<file path="config.mk">
export PLATFORM = sky130hd
export DESIGN_NAME = pixel_dispatcher_flat
export DESIGN_NICKNAME = d
export VERILOG_FILES = /design/src/rtl/pixel_dispatcher_if.sv /design/src/rtl/pixel_dispatcher.sv /design/src/flat_wrapper.sv
export SDC_FILE = /design/constraint.sdc
export NUM_CORES = 1
export LEC_CHECK = 0
export CAP_MARGIN = 20
export CORE_MARGIN = 5
export CORE_UTILIZATION = 40
export CTS_BUF_LIST = sky130_fd_sc_hd__clkbuf_4
export CTS_CLUSTER_DIAMETER = 80
export DETAILED_ROUTE_END_ITERATION = 6
export MAX_ROUTING_LAYER = met4
export SLEW_MARGIN = 20
export SYNTH_ARGS = -nofsm -noshare
export SYNTH_HDL_FRONTEND = slang
export SYNTH_SLANG_ARGS = --single-unit
</file>
<file path="constraint.sdc">
create_clock -name clk -period 4.45 [get_ports clk]
set_clock_uncertainty 0.2 [all_clocks]
set_input_delay 0.445 -clock clk [delete_from_list [all_inputs] [get_ports clk]]
set_output_delay 0.445 -clock clk [all_outputs]
set_load 0.01 [all_outputs]
</file>
<file path="src/rtl/pixel_dispatcher_if.sv">
// Handshake bundle between the frame controller/worker side and the pixel
// dispatcher. The abort signal exists only when DISPATCH_ABORT_EN is defined.
interface pixel_dispatcher_if;
  logic       frame_start;
  logic       JW_ready;
  logic       JW_start;
  logic [9:0] pix_x;
  logic [9:0] pix_y;
  logic       frame_busy;
  logic       frame_done;
`ifdef DISPATCH_ABORT_EN
  logic       abort;

  modport master (
    output frame_start, JW_ready, abort,
    input  JW_start, pix_x, pix_y, frame_busy, frame_done
  );
  modport slave (
    input  frame_start, JW_ready, abort,
    output JW_start, pix_x, pix_y, frame_busy, frame_done
  );
`else
  modport master (
    output frame_start, JW_ready,
    input  JW_start, pix_x, pix_y, frame_busy, frame_done
  );
  modport slave (
    input  frame_start, JW_ready,
    output JW_start, pix_x, pix_y, frame_busy, frame_done
  );
`endif
endinterface

</file>
<file path="src/rtl/pixel_dispatcher.sv">
// Pixel dispatcher: walks an H_RES x V_RES frame in raster order and hands
// one pixel job at a time to a single worker over a ready/start handshake.
// A job is accepted when the worker drops JW_ready; the frame completes once
// the worker raises JW_ready again after the last job.
// Optional feature: define DISPATCH_ABORT_EN to add a synchronous frame abort.
module pixel_dispatcher #(
  parameter int H_RES = 320,
  parameter int V_RES = 240
) (
  input logic              clk,
  input logic              n_rst,
  pixel_dispatcher_if.slave bus
);

  typedef enum logic [2:0] {
    IDLE, WAIT_RDY, ISSUE, WAIT_ACK, DRAIN, DONE
  } state_t;

  localparam logic [9:0] X_LAST = 10'(H_RES - 1);
  localparam logic [9:0] Y_LAST = 10'(V_RES - 1);

  state_t     state, state_nxt;
  logic [9:0] x_q, y_q;
  logic       start_q, busy_q, done_q;
  logic       load, advance, last_job, abort_req;

  assign last_job = (x_q == X_LAST) && (y_q == Y_LAST);

`ifdef DISPATCH_ABORT_EN
  assign abort_req = bus.abort && (state != IDLE);
`else
  assign abort_req = 1'b0;
`endif

  // Next-state decode; abort overrides every other transition.
  always_comb begin
    state_nxt = state;
    load      = 1'b0;
    advance   = 1'b0;
    case (state)
      IDLE: begin
        if (bus.frame_start) begin
          state_nxt = WAIT_RDY;
          load      = 1'b1;
        end
      end
      WAIT_RDY: if (bus.JW_ready) state_nxt = ISSUE;
      ISSUE:    state_nxt = WAIT_ACK;
      WAIT_ACK: begin
        // Falling JW_ready is the worker taking the job.
        if (!bus.JW_ready) begin
          if (last_job) begin
            state_nxt = DRAIN;
          end else begin
            state_nxt = WAIT_RDY;
            advance   = 1'b1;
          end
        end
      end
      DRAIN:    if (bus.JW_ready) state_nxt = DONE;
      DONE:     state_nxt = IDLE;
      default:  state_nxt = IDLE;
    endcase
    if (abort_req) begin
      state_nxt = IDLE;
      load      = 1'b0;
      advance   = 1'b0;
    end
  end

  // State register.
  always_ff @(posedge clk or negedge n_rst) begin
    if (!n_rst) state <= IDLE;
    else        state <= state_nxt;
  end

  // Raster coordinate counter; held steady while a job is outstanding.
  always_ff @(posedge clk or negedge n_rst) begin
    if (!n_rst) begin
      x_q <= '0;
      y_q <= '0;
    end else if (load) begin
      x_q <= '0;
      y_q <= '0;
    end else if (advance) begin
      if (x_q == X_LAST) begin
        x_q <= '0;
        y_q <= y_q + 10'd1;
      end else begin
        x_q <= x_q + 10'd1;
      end
    end
  end

  // Status outputs registered from the next state so they line up with it.
  always_ff @(posedge clk or negedge n_rst) begin
    if (!n_rst) begin
      start_q <= 1'b0;
      busy_q  <= 1'b0;
      done_q  <= 1'b0;
    end else begin
      start_q <= (state_nxt == ISSUE);
      busy_q  <= (state_nxt == WAIT_RDY) || (state_nxt == ISSUE) ||
                 (state_nxt == WAIT_ACK) || (state_nxt == DRAIN);
      done_q  <= (state_nxt == DONE);
    end
  end

  assign bus.JW_start   = start_q;
  assign bus.pix_x      = x_q;
  assign bus.pix_y      = y_q;
  assign bus.frame_busy = busy_q;
  assign bus.frame_done = done_q;

endmodule
</file>
<file path="src/flat_wrapper.sv">
// flat-port wrapper written by rule: the top's interface ports become plain ports
module pixel_dispatcher_flat 
#(
  parameter int H_RES = 320,
  parameter int V_RES = 240
)
  (clk, n_rst, bus_frame_start, bus_JW_ready, bus_JW_start, bus_pix_x, bus_pix_y, bus_frame_busy, bus_frame_done);
  pixel_dispatcher_if bus_i ();
  input logic clk;
  input logic n_rst;
  input wire logic [$bits(bus_i.frame_start)-1:0] bus_frame_start;
  input wire logic [$bits(bus_i.JW_ready)-1:0] bus_JW_ready;
  output wire logic [$bits(bus_i.JW_start)-1:0] bus_JW_start;
  output wire logic [$bits(bus_i.pix_x)-1:0] bus_pix_x;
  output wire logic [$bits(bus_i.pix_y)-1:0] bus_pix_y;
  output wire logic [$bits(bus_i.frame_busy)-1:0] bus_frame_busy;
  output wire logic [$bits(bus_i.frame_done)-1:0] bus_frame_done;
  assign bus_i.frame_start = bus_frame_start;
  assign bus_i.JW_ready = bus_JW_ready;
  assign bus_JW_start = bus_i.JW_start;
  assign bus_pix_x = bus_i.pix_x;
  assign bus_pix_y = bus_i.pix_y;
  assign bus_frame_busy = bus_i.frame_busy;
  assign bus_frame_done = bus_i.frame_done;
  pixel_dispatcher #(.H_RES(H_RES), .V_RES(V_RES)) u_core (.clk(clk), .n_rst(n_rst), .bus(bus_i));
endmodule
</file>
==> summary.md, run 1 <==
| Metric | Value |
|---|---|
| Die W | 70.0 um |
| Pwr per Cell Area | 322 nW/um^2 |
| Antenna Cells | 0 |
| Final WL | 3340 um |
| CTS Buf Count | 3 |
| Hold buffers post-CTS | 0 |
| Root Buffer | clkbuf_4 |
| WP data arrival | 2.73 ns |
| ANT nets after route | 0 |
| Io pins | 27 |
| Final number of hold-violating endpoints | 0 |
| Multi-input gate area | 733 sq um |
| Post-cts resize count | 0 |
| YS warnings | 0 |
| Clock Path Buffers | 2 |
| Clk sinks | 26 |
| Yosys cell types | 38 |
| Top post-synthesis cells by area | dfrtp_1 45%, a21oi_1 5.2%, mux2i_1 4.9% |
| Vias post-DR | 1275 |
| Max VDD drop | 0.000162 V |
| Die area | 4900 sq um |
| Post-Synthesis Cell Area | 1440 sq um |
| Post-synth top area share | 0.452 |
| Global route overflow | 0 |
| Reg area | 651 sq um |
| Startpoint Class | primary input |
| Post-synth ARST share | 1.00 |
| Hold crit path type | primary input to asynchronous set/reset pin |
| Vias in the first global route | 1235 |
| Slew @ Worst Pin | 1.01 ns |
| Most frequent cells after synthesis | 26 x dfrtp_1, 15 x a21oi_1, 10 x nand2_1 |
| Share of cells above drive strength 1 | 0.0747 |
| RePlAce Congestion | 0.819 |
| Final min period | 2.66 ns |
| Final number of setup-violating endpoints | 0 |
| Placed insts | 216 |
| First-pass GRT wire length | 5780 um |
| Layout Nets | 181 |
| Area growth syn-to-layout | 22.2% |
| Synth area leader | dfrtp_1 |
| Most common cell in the synthesized netlist | dfrtp_1 |
| DRC violations left | 0 |
| DRT iter0 DRCs | 119 |
| Number of cells produced by synthesis | 151 |
| Outcome | completed |
| Pin count of the biggest net entering global routing | 27 |
| Leak | 0.675 nW |
| First-pass DRT Iterations | 4 |
| EDFF count, synth | 0 |
| Fillcell total | 334 |
| Final HPWL DP | 2320 um |
| Setup Buffers After CTS | 0 |
| Worst-path clk slew | 0.15 ns |
| All-Layer GR Usage | 0.146 |
| Non-filler cells, final | 220 |
| RSZ-0062 raised after global routing | no |
| Final hold slack | 0.271 ns |
| Crit. End Element | flip-flop |
| Setup TNS | 0 ns |
| Syn Nets | 157 |
| DR WL/cell | 15.2 um |
| Starting Density | 0.421 |
| Synth Area per Inst | 9.53 sq um |
| PnR Total Power | 0.566 mW |
| FP Rows | 21 |
| Register bit total from synthesis | 26 |
| Place WS | 1.46 ns |
| Port bufs | 26 |
| Final Cycle Share | 0.598 |
| CTS tree | yes |
| Sequential cell area fraction in the yosys report | 0.452 |
| Area after DPL | 1730 sq um |
| Fin area | 1760 sq um |
| Skew-Pair Late Insertion Delay | 0.33 ns |
| Utilization after layout | 0.515 |
| Max_cap viols | 0 |
| Vias/cell | 5.80 |
| Initial antenna violation count | 0 |
| Achievable frequency | 376 MHz |
| H-tree depth | 1 |
| Die height | 70.0 um |
| Relative slew margins | 0.320 |
| Critical Path RT | 4.52 ns |
| Final WS setup | 1.79 ns |
| Peak fanout along the critical path | 20 |
| Critical setup path kind | primary input to flip-flop |
| Slew Viols, Final | 0 |
| Core area | 3420 sq um |
| Top_reg_cell synth | dfrtp_1 |
## cell families after synthesis
kind of cell | after synthesis | synth area share
AO/OA/AOI/OAI | 40 | 0.173
XOR/XNOR | 1 | 0.00609
adder cells (fa/ha/maj) | 2 | 0.0174
buffers and inverters | 12 | 0.0383
flip-flops | 26 | 0.452
multiplexers | 7 | 0.0487
AND/OR/NAND/NOR | 63 | 0.264
## critical path, stage by stage
cell and delay [ns]:
clkdlybuf4s50_1 0.50, nand4bb_1 0.38, or4_4 0.74, or4_1 0.50
a21oi_1 0.16
## report_power, final
| group | total, mW | internal [mW] | leakage (nW) | switching [mW] |
|---|---|---|---|---|
| combinational | 0.154 | 0.0816 | 0.311 | 0.0727 |
| clock | 0.107 | 0.0330 | 0.0154 | 0.0736 |
| sequential | 0.305 | 0.263 | 0.349 | 0.0426 |
| total | 0.566 | 0.377 | 0.675 | 0.189 |
## final timing paths
check,startpoint,endpoint,slack [ns],cells past startpoint
min in group clk,u_core.bus.pix_y[9],u_core.bus.pix_y[9],0.32,1
max,bus_JW_ready,u_core.bus.pix_y[8],1.79,5
min reg2reg,u_core.bus.pix_y[9],u_core.bus.pix_y[9],0.32,1
max in group asynchronous,n_rst,u_core.bus.pix_x[3],3.52,2
min,n_rst,u_core.bus.pix_y[3],0.27,2
max reg2reg,u_core.state[2],u_core.bus.pix_y[8],1.88,4
## placed cells by master (no fill, tap or decap), types with 2 or more instances in the layout
master            n
dfrtp_1          26
nand2_1          10
o211ai_1          4
o21ai_0           8
nand3_1           9
a211oi_1          2
a21oi_1          15
ha_1              2
or2_2             4
or4_1             4
clkbuf_4          3
nor4b_1           2
nor4_1            2
nor2_1            6
nand4_1           8
clkdlybuf4s50_1  26
nor3b_1           2
and3_1            2
o31ai_1           5
mux2i_1           7
buf_4             3
inv_1             2
nand3b_1          2
or3_1             5
## routing by layer
layer,routed length (um),GRT usage
met3,76,0.0187
met1,1690,0.196
met2,1530,0.228
met4,44,0.0511
met5,0,-
## sequential cells by signal (all words and copies together), names as in the netlist
signal and count:
u_core.bus.pix_x 10, u_core.bus.frame_busy 1, u_core.bus.frame_done 1, u_core.bus.pix_y 10, u_core.state 3, u_core.bus.JW_start 1
## final cells by class
| cell class | count | area share |
|---|---|---|
| multi-input cells | 113 | 0.417 |
| clock inverters | 1 | 0.00214 |
| clock buffers | 3 | 0.0128 |
| flip-flops and latches | 26 | 0.370 |
| repair buffers | 29 | 0.161 |
| inverters | 2 | 0.00427 |
| well taps | 46 | 0.0327 |
No activity file was read; power rests on OpenSTA's default activity.
==> inputs of run 2 (changes only) <==
PLACE_DENSITY = 0.66   (was not set)
clock period = 2.3 ns   (was 4.45 ns; I/O delays follow)
==> run 2 against run 1 <==
The run now ends with negative setup slack left; critical endpoint is now u_core.bus.pix_y[0]; sequential share of layout area decreased by 4.7 points; wire length rose by 15%; combinational power increased to 2.7 times the previous value; non-clock buffer count rose by 26; final cell count increased by 12%; total power is 100% higher; clock-buffer cell count unchanged; sequential power increased by 80%; critical path type is now flip-flop to flip-flop; clock power grew 86%; via count is 11% higher; sequential cell count unchanged; global-route usage up 1.8 points.
==> summary.md, run 2 (synthesis results as in run 1) <==
| Metric | Value |
|---|---|
| DRC violations left | 0 |
| Final min period | 2.38 ns |
| Place WS | -0.0865 ns |
| Clock power share | 0.172 |
| DRT iter0 DRCs | 78 |
| Sw Share | 0.329 |
| Hold crit path type | primary input to asynchronous set/reset pin |
| Combinational Power Share | 0.354 |
| Sw power | 0.382 mW |
| Fin area | 2020 sq um |
| Pin count of the biggest net entering global routing | 27 |
| Worst-path clk slew | 0.14 ns |
| Non-filler cells, final | 246 |
| Final HPWL DP | 2600 um |
| Relative slew margins | 0.652 |
| FF-to-FF path depth | 5 |
| Io pins | 27 |
| Violated checks | negative setup slack |
| Crit. End Element | flip-flop |
| Area growth syn-to-layout | 40.3% |
| Hold buffers post-CTS | 0 |
| Final WS setup | -0.0834 ns |
| FP Rows | 21 |
| Vias in the first global route | 1405 |
| H-tree depth | 1 |
| Skew-Pair Late Insertion Delay | 0.33 ns |
| First-pass GRT wire length | 6460 um |
| Slew Viols, Final | 0 |
| Max VDD drop | 0.000277 V |
| Outcome | complete, but fails checks |
| Vias post-DR | 1411 |
| Pwr per Cell Area | 574 nW/um^2 |
| All-Layer GR Usage | 0.164 |
| Final WL | 3860 um |
| Port bufs | 26 |
| DR WL/cell | 15.7 um |
| Max_cap viols | 0 |
| Area after DPL | 1890 sq um |
| Final number of hold-violating endpoints | 0 |
| WP data arrival | 2.45 ns |
| Reg-to-reg setup timing slack | -0.08 ns |
| Critical setup path kind | flip-flop to flip-flop |
| Clock Path Buffers | 2 |
| Vias/cell | 5.74 |
| Fillcell total | 310 |
| Final number of setup-violating endpoints | 15 |
| Flop pwr share | 0.474 |
| Share of cells above drive strength 1 | 0.250 |
| Utilization after layout | 0.591 |
| Clk sinks | 26 |
| CTS tree | yes |
| Root Buffer | clkbuf_4 |
| Die height | 70.0 um |
| Peak fanout along the critical path | 6 |
| Core area | 3420 sq um |
| Die area | 4900 sq um |
| Int Pwr | 0.778 mW |
| ANT nets after route | 0 |
| Most frequent cells in the layout | 26 x clkdlybuf4s50_1, 26 x buf_4, 25 x dfrtp_1, 12 x a21oi_1, 10 x nand2_1 |
| Antenna Cells | 0 |
| Critical Path RT | 2.37 ns |
| Achievable frequency | 420 MHz |
| Starting Density | 0.421 |
| Layout Nets | 207 |
| Leak | 0.815 nW |
| RePlAce Congestion | 0.818 |
| RSZ-0062 raised after global routing | yes |
| Initial antenna violation count | 0 |
| Global route overflow | 0 |
| Slew @ Worst Pin | 0.520 ns |
| PnR Total Power | 1.16 mW |
| Placed insts | 237 |
| Die W | 70.0 um |
| RR Endpoint | u_core.bus.pix_y[0] |
| Final Cycle Share | 1.04 |
| Worst R2R Start | u_core.bus.pix_x[6] |
| Startpoint Class | flip-flop |
| First-pass DRT Iterations | 4 |
| CTS Buf Count | 3 |
[run 2: cell types whose count changed in the layout (fill, tap and decap cells not counted), moves of 2 or more]
cell	change
a21oi_1	-3
a21oi_2	+3
buf_4	+23
buf_6	+3
o21ai_0	-2
o21ai_1	+2
o31ai_1	-3
o31ai_2	+2
or3_1	-2
or3_4	+2
[run 2: area by class of cell]
class	count	area, sq um	share of cell area
inverters	2	7.51	0.00372
clock buffers	3	22.5	0.0112
repair buffers	55	489	0.242
clock inverters	1	3.75	0.00186
well taps	46	57.6	0.0285
flip-flops and latches	26	652	0.323
multi-input cells	113	787	0.390
[run 2: metal layers]
metal,wire length [um],share of wire,track usage,vias up
met5,0,0,-,-
met4,86,0.022,0.0809,0
met3,170,0.044,0.0287,9
met2,1870,0.49,0.254,33
met1,1730,0.45,0.208,692
li1,-,-,-,677
[run 2: power groups by stage]
stage | Combinational (mW) | Clock, mW | Sequential (mW)
finish | 0.411 | 0.199 | 0.550
global placement | 0.398 | 0 | 0.554
global route | 0.451 | 0.235 | 0.560
floorplan | 0.188 | 0 | 0.576
detailed placement | 0.408 | 0 | 0.559
CTS | 0.410 | 0.211 | 0.550
[run 2: critical path, cell delays in order (launching register included)]
cell     delay, ns
dfrtp_2       0.43
or4b_4        0.55
or4_4         0.54
buf_6         0.16
or3_4         0.32
a21oi_2       0.12
[run 2: worst max path at each step]
stage,to,cells past startpoint,start
5_1_grt,u_core.bus.pix_x[8],6,u_core.bus.pix_x[6]
3_3_place_gp,u_core.bus.pix_y[8],5,bus_JW_ready
3_5_place_dp,u_core.bus.pix_y[6],5,bus_JW_ready
6_report,u_core.bus.pix_y[0],5,u_core.bus.pix_x[6]
2_1_floorplan,u_core.bus.pix_y[8],5,u_core.bus.pix_x[7]
4_1_cts,u_core.bus.pix_x[2],6,u_core.bus.pix_x[9]
[run 2: metrics by stage]
stage / hold WS (ns) / setup TNS, ns
global route: 0.0656 / -1.33
global placement: 0.303 / -0.104
floorplan: -0.266 / -0.292
finish: 0.0579 / -0.740
CTS: 0.0605 / -0.706
detailed placement: 0.315 / -0.245
[run 2: repair_timing]
item                                    4_1_cts  5_1_grt
endpoints found under the setup margin        5       17
resized for setup                             8       12
endpoints found under the hold margin         0        0
pin swaps                                     2        3
setup buffers                                 4        1
==> inputs of run 3 (changes only) <==
CORE_UTILIZATION = 35   (was 40)
DONT_BUFFER_PORTS = 1   (was not set)
PLACE_DENSITY = not set   (was 0.66)
==> run 3 against run 2 <==
The run still ends with negative setup slack left; wire length is 0.41% higher; final cell count fell by 4.9%; via count fell by 3.5%; sequential share of layout area up 3.5 points; first-iteration DRC count is 24% lower; largest power group unchanged.
==> summary.md, run 3 (synthesis results as in run 1) <==
| Metric | Value |
|---|---|
| Outcome | complete, but fails checks |
| Violated checks | negative setup slack |
| Final number of hold-violating endpoints | 0 |
| Area after DPL | 1690 sq um |
| Hold-critical path endpoint | u_core.bus.pix_x[1] |
| Peak fanout along the critical path | 8 |
| Antenna Cells | 0 |
| Achievable frequency | 423 MHz |
| Fin area | 1820 sq um |
| Share of cells above drive strength 1 | 0.283 |
| Final WL | 3870 um |
| Sw Share | 0.337 |
| Combinational Power Share | 0.337 |
| Worst-path clk slew | 0.15 ns |
| Slew Viols, Final | 0 |
| Met3 WL | 245 um |
| Clock Path Buffers | 2 |
| PnR Total Power | 1.12 mW |
| Place WS | -0.0577 ns |
| Pwr per Cell Area | 612 nW/um^2 |
| Relative slew margins | 0.659 |
| Vias in the first global route | 1348 |
| Initial antenna violation count | 0 |
| Port bufs | 0 |
| Area growth syn-to-layout | 26.6% |
| DRT iter0 DRCs | 59 |
| FP Rows | 23 |
| Met2 WL | 1920 um |
| CP max stage cell | or4_4 |
| Die height | 74.1 um |
| DRC violations left | 0 |
| Clock power share | 0.179 |
| Io pins | 27 |
| Global route overflow | 0 |
| H-tree depth | 1 |
| CP Buf/Inv Count | 1 |
| WP data arrival | 2.41 ns |
| Final WS setup | -0.0661 ns |
| FF-to-FF path depth | 5 |
| Die area | 5490 sq um |
| WP depth | 5 |
| Slew @ Worst Pin | 0.510 ns |
| Final number of setup-violating endpoints | 5 |
| Utilization after layout | 0.455 |
| Final Cycle Share | 1.03 |
| Flop pwr share | 0.483 |
| First-pass GRT wire length | 6500 um |
| Vias/cell | 5.82 |
| Max_cap viols | 0 |
| Final HPWL DP | 2780 um |
| All-Layer GR Usage | 0.155 |
| Clk sinks | 26 |
| Hold Crit Start | bus_JW_ready |
| Final hold slack | 0.0479 ns |
| Die W | 74.1 um |
| Top Family by Delay on Critical Path | simple AND/OR/NAND/NOR gates |
| RePlAce Congestion | 0.889 |
| Max VDD drop | 0.000404 V |
| Critical path's largest stage delay | 0.56 ns |
| ANT nets after route | 0 |
| Crit. End Element | flip-flop |
| Wl on met1 | 1690 um |
| Starting Density | 0.360 |
| Critical Path RT | 2.35 ns |
| CTS Buf Count | 3 |
| Root Buffer | clkbuf_4 |
| Skew-Pair Late Insertion Delay | 0.33 ns |
| Core area | 4000 sq um |
| Int Pwr | 0.740 mW |
| Pin count of the biggest net entering global routing | 27 |
| Most frequent cells in the layout | 34 x buf_4, 25 x dfrtp_1, 14 x a21oi_1, 10 x nand2_1, 9 x nand3_1 |
| Startpoint Class | flip-flop |
| Worst hold stages | 4 |
| DR WL/cell | 16.6 um |
| Critical setup path kind | flip-flop to flip-flop |
| RR Endpoint | u_core.bus.pix_y[5] |
| First-pass DRT Iterations | 4 |
| Hold crit path type | primary input to flip-flop |
| RSZ-0062 raised after global routing | yes |
| Vias post-DR | 1362 |
| Reg-to-reg setup timing slack | -0.07 ns |
| Leak | 0.768 nW |
| CTS tree | yes |
| Max layer used | met4 |
| Sw power | 0.376 mW |
| Crit-path cells | or4b_4 > or4_4 > buf_6 > or3_1 > a21oi_1 |
| Layout Nets | 191 |
| Worst R2R Start | u_core.bus.pix_x[9] |
| Most common cell after layout, fill and taps aside | buf_4 |
| Final min period | 2.37 ns |
run 3: worst reg2reg max path, cell delays in order (launching register included):
cell and delay [ns]:
dfrtp_1 0.40, or4b_4 0.54, or4_4 0.56, buf_6 0.16, or3_1 0.31, a21oi_1 0.13
run 3: cell type report:
| cell class | count | area (sq um) |
|---|---|---|
| clock buffers | 3 | 22.5 |
| clock inverters | 1 | 3.75 |
| fillers | 370 | 2180 |
| inverters | 2 | 7.51 |
| multi-input cells | 113 | 757 |
| flip-flops and latches | 26 | 652 |
| well taps | 50 | 62.6 |
| repair buffers | 39 | 317 |
run 3: how the worst max path moves through the flow:
stage,slack (ns),endpoint,start
2_1_floorplan,-0.08,u_core.bus.pix_y[8],u_core.bus.pix_x[7]
3_3_place_gp,0.003,u_core.bus.pix_y[3],u_core.bus.pix_x[9]
3_5_place_dp,-0.06,u_core.bus.pix_y[8],u_core.bus.pix_x[9]
4_1_cts,-0.1,u_core.bus.pix_y[5],u_core.bus.pix_x[9]
5_1_grt,-0.12,u_core.bus.pix_y[5],u_core.bus.pix_x[9]
6_report,-0.07,u_core.bus.pix_y[5],u_core.bus.pix_x[9]
run 3: power by group through the flow:
stage | sequential [mW] | combinational, mW | clock [mW]
final | 0.539 | 0.377 | 0.200
after global routing | 0.548 | 0.411 | 0.236
after CTS | 0.540 | 0.378 | 0.211
after detailed placement | 0.549 | 0.356 | 0
after global placement | 0.546 | 0.344 | 0
after floorplan | 0.576 | 0.188 | 0
run 3: what timing repair did:
item,CTS,global route
buffers inserted,3,1
hold endpoints to repair,30,0
pin swaps,1,1
hold buffers,4,0
gates resized for setup,3,3
endpoints found under the setup margin,4,17
run 3: stage by stage:
stage / TNS, ns / std cells
floorplan: -0.292 / 151
global placement: 0 / 222
detailed placement: -0.137 / 222
CTS: -0.402 / 233
global route: -0.664 / 234
finish: -0.151 / 234
run 3: layer usage:
layer  vias up  track usage
met2        35        0.252
met1       680        0.192
met3         2       0.0459
met4         0       0.0302
met5         -            -
li1        645            -
